[src/rtl/gpu_mem_arbiter_pkg.sv]
// rtl/gpu_mem_arbiter_pkg.sv - shared widths, arbiter state encoding and index helper
package gpu_mem_arbiter_pkg;

  localparam int ADDR_WIDTH = 16;
  localparam int DATA_WIDTH = 32;

  typedef enum logic [1:0] {IDLE, ISSUE, WAIT_RSP, DELIVER} arb_state_e;

  function automatic int wrap_inc(input int idx, input int n);
    return (idx == n - 1) ? 0 : idx + 1;
  endfunction

endpackage

[src/rtl/gpu_mem_arbiter_if.sv]
// rtl/gpu_mem_arbiter_if.sv - client and memory valid/ready channels of the arbiter
interface gpu_mem_arbiter_if #(
  parameter int NUM_CHANNELS = 4,
  parameter int ADDR_WIDTH   = gpu_mem_arbiter_pkg::ADDR_WIDTH,
  parameter int DATA_WIDTH   = gpu_mem_arbiter_pkg::DATA_WIDTH
);

  logic [NUM_CHANNELS-1:0]            c_req_vld;
  logic [NUM_CHANNELS-1:0]            c_req_rdy;
  logic [NUM_CHANNELS*ADDR_WIDTH-1:0] c_req_addr;
  logic [NUM_CHANNELS-1:0]            c_rsp_vld;
  logic [NUM_CHANNELS-1:0]            c_rsp_rdy;
  logic [DATA_WIDTH-1:0]              c_rsp_data;
  logic                               m_req_vld;
  logic                               m_req_rdy;
  logic [ADDR_WIDTH-1:0]              m_req_addr;
  logic                               m_rsp_vld;
  logic                               m_rsp_rdy;
  logic [DATA_WIDTH-1:0]              m_rsp_data;

  modport slave (
    input  c_req_vld, c_req_addr, c_rsp_rdy, m_req_rdy, m_rsp_vld, m_rsp_data,
    output c_req_rdy, c_rsp_vld, c_rsp_data, m_req_vld, m_req_addr, m_rsp_rdy
  );

  modport master (
    output c_req_vld, c_req_addr, c_rsp_rdy, m_req_rdy, m_rsp_vld, m_rsp_data,
    input  c_req_rdy, c_rsp_vld, c_rsp_data, m_req_vld, m_req_addr, m_rsp_rdy
  );

endinterface

[src/rtl/gpu_mem_arbiter_rr_arbiter.sv]
// rtl/gpu_mem_arbiter_rr_arbiter.sv - combinational round-robin pick starting at ptr
module rr_arbiter #(
  parameter  int N    = 4,
  localparam int CH_W = $clog2(N)
) (
  input  logic [N-1:0]    req,
  input  logic [CH_W-1:0] ptr,
  output logic            gnt_vld,
  output logic [CH_W-1:0] gnt_idx
);

  // Scan farthest offset first so the closest requester at or after ptr wins last.
  always_comb begin
    gnt_vld = 1'b0;
    gnt_idx = '0;
    for (int i = N - 1; i >= 0; i--) begin
      if (req[(int'(ptr) + i) % N]) begin
        gnt_vld = 1'b1;
        gnt_idx = CH_W'((int'(ptr) + i) % N);
      end
    end
  end

endmodule

[src/rtl/gpu_mem_arbiter.sv]
// rtl/gpu_mem_arbiter.sv - round-robin share of one memory port, one transaction in flight
module gpu_mem_arbiter
  import gpu_mem_arbiter_pkg::*;
#(
  parameter  int NUM_CHANNELS = 4,
  parameter  int ADDR_WIDTH   = gpu_mem_arbiter_pkg::ADDR_WIDTH,
  parameter  int DATA_WIDTH   = gpu_mem_arbiter_pkg::DATA_WIDTH,
  localparam int CH_W         = $clog2(NUM_CHANNELS)
) (
  input  logic              clk,
  input  logic              rst_n,
  gpu_mem_arbiter_if.slave  bus,
  output logic              busy,
  output logic [CH_W-1:0]   owner
);

  arb_state_e             r_state;
  arb_state_e             w_next_state;
  logic [CH_W-1:0]        r_rr_ptr;
  logic [CH_W-1:0]        r_owner;
  logic [ADDR_WIDTH-1:0]  r_addr;
  logic [DATA_WIDTH-1:0]  r_data;

  logic                    w_gnt_vld;
  logic [CH_W-1:0]         w_gnt_idx;
  logic [ADDR_WIDTH-1:0]   w_gnt_addr;
  logic [NUM_CHANNELS-1:0] w_c_req_rdy;
  logic [NUM_CHANNELS-1:0] w_c_rsp_vld;
  logic                    w_m_req_vld;
  logic                    w_m_rsp_rdy;

  rr_arbiter #(.N(NUM_CHANNELS)) u_rr (
    .req     (bus.c_req_vld),
    .ptr     (r_rr_ptr),
    .gnt_vld (w_gnt_vld),
    .gnt_idx (w_gnt_idx)
  );

  assign w_gnt_addr = bus.c_req_addr[int'(w_gnt_idx) * ADDR_WIDTH +: ADDR_WIDTH];

  always_ff @(posedge clk or negedge rst_n) begin
    if (!rst_n) begin
      r_state  <= IDLE;
      r_rr_ptr <= '0;
      r_owner  <= '0;
      r_addr   <= '0;
      r_data   <= '0;
    end else begin
      r_state <= w_next_state;
      if (r_state == IDLE && w_gnt_vld) begin
        r_owner <= w_gnt_idx;
        r_addr  <= w_gnt_addr;
      end
      if (r_state == WAIT_RSP && bus.m_rsp_vld) begin
        r_data <= bus.m_rsp_data;
      end
      if (r_state == DELIVER && bus.c_rsp_rdy[r_owner]) begin
        r_rr_ptr <= CH_W'(wrap_inc(int'(r_owner), NUM_CHANNELS));
      end
    end
  end

  always_comb begin
    w_next_state = r_state;
    w_c_req_rdy  = '0;
    w_c_rsp_vld  = '0;
    w_m_req_vld  = 1'b0;
    w_m_rsp_rdy  = 1'b0;
    case (r_state)
      IDLE: begin
        if (w_gnt_vld) begin
          w_c_req_rdy[w_gnt_idx] = 1'b1;
          w_next_state           = ISSUE;
        end
      end
      ISSUE: begin
        w_m_req_vld = 1'b1;
        if (bus.m_req_rdy) w_next_state = WAIT_RSP;
      end
      WAIT_RSP: begin
        w_m_rsp_rdy = 1'b1;
        if (bus.m_rsp_vld) w_next_state = DELIVER;
      end
      DELIVER: begin
        w_c_rsp_vld[r_owner] = 1'b1;
        if (bus.c_rsp_rdy[r_owner]) w_next_state = IDLE;
      end
      default: w_next_state = IDLE;
    endcase
  end

  // The grant path is combinational from client valids, so hold it off while reset is asserted.
  assign bus.c_req_rdy  = w_c_req_rdy & {NUM_CHANNELS{rst_n}};
  assign bus.c_rsp_vld  = w_c_rsp_vld;
  assign bus.c_rsp_data = r_data;
  assign bus.m_req_vld  = w_m_req_vld;
  assign bus.m_req_addr = r_addr;
  assign bus.m_rsp_rdy  = w_m_rsp_rdy;
  assign busy           = (r_state != IDLE);
  assign owner          = r_owner;

endmodule

[src/flat_wrapper.sv]
// flat-port wrapper written by rule: the top's interface ports become plain ports
module gpu_mem_arbiter_flat import gpu_mem_arbiter_pkg::*;
#(
  parameter  int NUM_CHANNELS = 4,
  parameter  int ADDR_WIDTH   = gpu_mem_arbiter_pkg::ADDR_WIDTH,
  parameter  int DATA_WIDTH   = gpu_mem_arbiter_pkg::DATA_WIDTH,
  localparam int CH_W         = $clog2(NUM_CHANNELS)
)
  (clk, rst_n, busy, owner, bus_c_req_vld, bus_c_req_addr, bus_c_rsp_rdy, bus_m_req_rdy, bus_m_rsp_vld, bus_m_rsp_data, bus_c_req_rdy, bus_c_rsp_vld, bus_c_rsp_data, bus_m_req_vld, bus_m_req_addr, bus_m_rsp_rdy);
  gpu_mem_arbiter_if #(.NUM_CHANNELS(NUM_CHANNELS), .ADDR_WIDTH(ADDR_WIDTH), .DATA_WIDTH(DATA_WIDTH)) bus_i ();
  input  logic clk;
  input  logic rst_n;
  output logic busy;
  output logic [CH_W-1:0] owner;
  input wire logic [$bits(bus_i.c_req_vld)-1:0] bus_c_req_vld;
  input wire logic [$bits(bus_i.c_req_addr)-1:0] bus_c_req_addr;
  input wire logic [$bits(bus_i.c_rsp_rdy)-1:0] bus_c_rsp_rdy;
  input wire logic [$bits(bus_i.m_req_rdy)-1:0] bus_m_req_rdy;
  input wire logic [$bits(bus_i.m_rsp_vld)-1:0] bus_m_rsp_vld;
  input wire logic [$bits(bus_i.m_rsp_data)-1:0] bus_m_rsp_data;
  output wire logic [$bits(bus_i.c_req_rdy)-1:0] bus_c_req_rdy;
  output wire logic [$bits(bus_i.c_rsp_vld)-1:0] bus_c_rsp_vld;
  output wire logic [$bits(bus_i.c_rsp_data)-1:0] bus_c_rsp_data;
  output wire logic [$bits(bus_i.m_req_vld)-1:0] bus_m_req_vld;
  output wire logic [$bits(bus_i.m_req_addr)-1:0] bus_m_req_addr;
  output wire logic [$bits(bus_i.m_rsp_rdy)-1:0] bus_m_rsp_rdy;
  assign bus_i.c_req_vld = bus_c_req_vld;
  assign bus_i.c_req_addr = bus_c_req_addr;
  assign bus_i.c_rsp_rdy = bus_c_rsp_rdy;
  assign bus_i.m_req_rdy = bus_m_req_rdy;
  assign bus_i.m_rsp_vld = bus_m_rsp_vld;
  assign bus_i.m_rsp_data = bus_m_rsp_data;
  assign bus_c_req_rdy = bus_i.c_req_rdy;
  assign bus_c_rsp_vld = bus_i.c_rsp_vld;
  assign bus_c_rsp_data = bus_i.c_rsp_data;
  assign bus_m_req_vld = bus_i.m_req_vld;
  assign bus_m_req_addr = bus_i.m_req_addr;
  assign bus_m_rsp_rdy = bus_i.m_rsp_rdy;
  gpu_mem_arbiter #(.NUM_CHANNELS(NUM_CHANNELS), .ADDR_WIDTH(ADDR_WIDTH), .DATA_WIDTH(DATA_WIDTH)) u_core (.clk(clk), .rst_n(rst_n), .bus(bus_i), .busy(busy), .owner(owner));
endmodule
[config.mk]
export PLATFORM = sky130hd
export DESIGN_NAME = gpu_mem_arbiter_flat
export DESIGN_NICKNAME = d
export VERILOG_FILES = /design/src/rtl/gpu_mem_arbiter_pkg.sv /design/src/rtl/gpu_mem_arbiter_if.sv /design/src/rtl/gpu_mem_arbiter_rr_arbiter.sv /design/src/rtl/gpu_mem_arbiter.sv /design/src/flat_wrapper.sv
export SDC_FILE = /design/constraint.sdc
export NUM_CORES = 1
export LEC_CHECK = 0
export CORE_AREA = 3 3 91 93
export DETAILED_ROUTE_END_ITERATION = 16
export DIE_AREA = 0 0 94 96
export GPL_TIMING_DRIVEN = 0
export PLACE_DENSITY = 0.8
export SYNTH_ARGS = -nofsm -noshare
export SYNTH_HDL_FRONTEND = slang
export SYNTH_SLANG_ARGS = --single-unit
[constraint.sdc]
create_clock -name clk -period 2.4 [get_ports clk]
set_input_delay 0.48 -clock clk [delete_from_list [all_inputs] [get_ports clk]]
set_output_delay 0.48 -clock clk [all_outputs]
set_load 0.1 [all_outputs]
==> results.ini <==
[sta]
worst_slack_ps=-9.50
finalCritPeriodShare_pct=100
tightestPinTransition_ps=1010
fin_worst_skew_ps=10.9
hold_viol=0
max_freq_mhz=415
rsz0062_at_grt=yes
timing.slew.headroom_pct=33.0
final-setup-viol-count=1
tns_ps=-9.50
drv_slew=0
layout_min_cycle_time_ps=2410

[synthesis]
seq_area_frac_synth_pct=47.1
synth_area_per_cell_um2=12.1
async_flop_share_pct=100
syn_area_um2=2870
syn_inst=238
yosys_register_bits=54
ys.warnings.count=0
ys_types=34
synth-main-ff-cell=dfrtp_1
syn_nets=355
synth-edff-count=0

[detailed_routing]
routedWlPerCell_um=16.8
routed_wl_mm=9.14
dr_total_vias=2691
drc=0
drtIter0Drc=47
post_drt_via_cell_ratio=4.96
postRouteAntennaNets=0
dr.pass1.iters=5

[run_status]
violations=negative setup slack
status=finished, violations left

[cells_and_area]
areaGrowthSynthToFinish_pct=82.3
final_nets=557
seq_area_um2=1360
antenna_cells=0
fin_cells=543
final_layout_size_suffix_gt1_share_pct=27.9
multi_input_area_um2=1540
final.fill_count=603

[global_routing]
first_global_vias=2714
overflow=0
grt_pass1_wl_mm=13.6
grtUsageTotal_pct=19.3
grt_max_degree=38
antenna_found_initial=0

[critical_path]
crit_arrival_ps=1930
path_class=flop to output port
startpoint_type=flop
worstPathMaxFanout=6
endpoint_kind=output port
required_ps=1920

[cts]
clock_sinks=54
clk_pin_slew_ps=110
cts_tree=done
cts_buffers=5
cts_buffer_depth=2
root_buffer=clkbuf_8
cts_max_level=2
clkLatencyLatePin_ps=310
hold_buffers=0

[place]
placement.io_buffers=168
hpwl_mm=6.89
dp_cells=509
gp_congestion=0.731

[floorplan]
die-area_um2=9020
initial_core_util_pct=37.7
num_rows=32
die_w_um=94
die_h_um=96
ios=169
core_um2=7610

[worst_hold_path]
hold_path_class=input port to asynchronous set/reset pin

[job]
cap_violations=0

==> stage by stage <==
stage / hold slack, ps / setup slack [ps] / utilization [%] / area [µm²]
5_1_grt: 159 / -62.8 / 68.8 / 5230
3_3_place_gp: 485 / -2500 / 62.8 / 4780
6_report: 147 / -9.50 / 68.8 / 5230
4_1_cts: 158 / -126 / 65.8 / 5000
2_1_floorplan: 184 / -547 / - / 2970
3_5_place_dp: 492 / -1470 / 63.0 / 4790
==> cells in the mapped netlist (2+ instances only) <==
cell type | instances | area share (%)
buf_6 | 3 | 1.2
ha_1 | 9 | 3.9
buf_4 | 3 | 0.78
a21oi_1 | 4 | 0.70
a2111oi_2 | 8 | 4.2
a211oi_1 | 16 | 4.2
buf_1 | 3 | 0.39
a21boi_0 | 16 | 4.2
clkbuf_1 | 2 | 0.26
mux2_2 | 34 | 13
inv_1 | 8 | 1.0
mux2i_1 | 17 | 5.9
o21ai_0 | 2 | 0.35
nor3_1 | 4 | 0.70
a21o_1 | 2 | 0.52
and2_1 | 4 | 0.87
nor2_1 | 18 | 2.4
a2111oi_0 | 8 | 2.4
dfrtp_1 | 54 | 47
buf_2 | 4 | 0.70
nand2_1 | 6 | 0.78
==> layer usage <==
metal | vias to the layer above | wire (µm) | GRT usage (%)
li1 | 1291 | - | -
met1 | 1274 | 3600 | 21.9
met2 | 120 | 4720 | 36.6
met3 | 6 | 751 | 5.16
met4 | 0 | 70 | 3.73
met5 | - | 0 | 0
==> cell type report <==
class / count / share of cell area [%]
timing repair buffer: 197 / 37.5
multi-input combinational: 161 / 29.5
sequential: 54 / 25.9
tap: 102 / 2.44
buffer: 13 / 2.25
clock buffer: 5 / 1.31
inverter: 8 / 0.645
clock inverter: 3 / 0.454
==> worst paths after layout <==
kind,from,depth (start not counted),slack (ps),endpoint
max reg2reg,u_core.r_rr_ptr[1],7,240,u_core.bus.m_req_addr[7]
min,rst_n,1,150,u_core.bus.c_rsp_data[27]
min reg2reg,u_core.bus.c_rsp_data[14],1,510,u_core.bus.c_rsp_data[14]
max,u_core.r_rr_ptr[1],8,-10,bus_c_req_rdy[2]
min in group clk,u_core.bus.c_rsp_data[14],1,510,u_core.bus.c_rsp_data[14]
max in group asynchronous,rst_n,2,1640,u_core.r_rr_ptr[0]
==> critical path, stage by stage, from the launching register on <==
cell     delay [ps]
dfrtp_1         360
buf_6           140
nand2_1          70
a21o_1          200
buf_6           120
and2_4          180
buf_12          130
nor3_4          220
buf_12          210
==> kinds of logic after synthesis <==
group,after synthesis,synth area share (%)
AO/OA/AOI/OAI,62,18.3
flip-flops,54,47.1
buffers and inverters,23,4.36
multiplexers,52,20.1
adder cells (fa/ha/maj),9,3.92
AND/OR/NAND/NOR,38,6.32
==> cell usage in the layout (no fill, tap or decap), types with 3 or more instances in the layout <==
| cell type | count |
|---|---|
| buf_2 | 3 |
| a2111oi_0 | 8 |
| nand2_1 | 5 |
| buf_12 | 8 |
| mux2i_1 | 16 |
| dlygate4sd2_1 | 4 |
| ha_1 | 8 |
| a211oi_1 | 16 |
| dfrtp_2 | 3 |
| mux2_2 | 34 |
| nor3_4 | 4 |
| clkdlybuf4s15_2 | 8 |
| inv_1 | 5 |
| clkdlybuf4s50_1 | 150 |
| a21boi_0 | 16 |
| clkbuf_8 | 5 |
| buf_4 | 29 |
| clkinvlp_4 | 3 |
| dfrtp_1 | 51 |
| a2111oi_2 | 8 |
| and2_1 | 4 |
| a21oi_1 | 3 |
| buf_1 | 3 |
| nor2_1 | 17 |
==> flip-flops by register name, indices dropped and copies added (netlist names) <==
signal / cells
u_core.bus.c_rsp_data: 32
u_core.bus.m_req_addr: 16
u_core.owner: 2
u_core.r_rr_ptr: 2
u_core.r_state: 2
==> what timing repair did <==
action	4_1_cts	5_1_grt
resized for setup	76	12
endpoints found under the hold margin	0	0
setup buffers	3	25
pin swaps	3	11
gates cloned	0	0
endpoints found under the setup margin	23	5
Power is left out: the tool's default activity adds up to more than one toggle a clock period on the data nets, which glitch-free logic cannot reach.
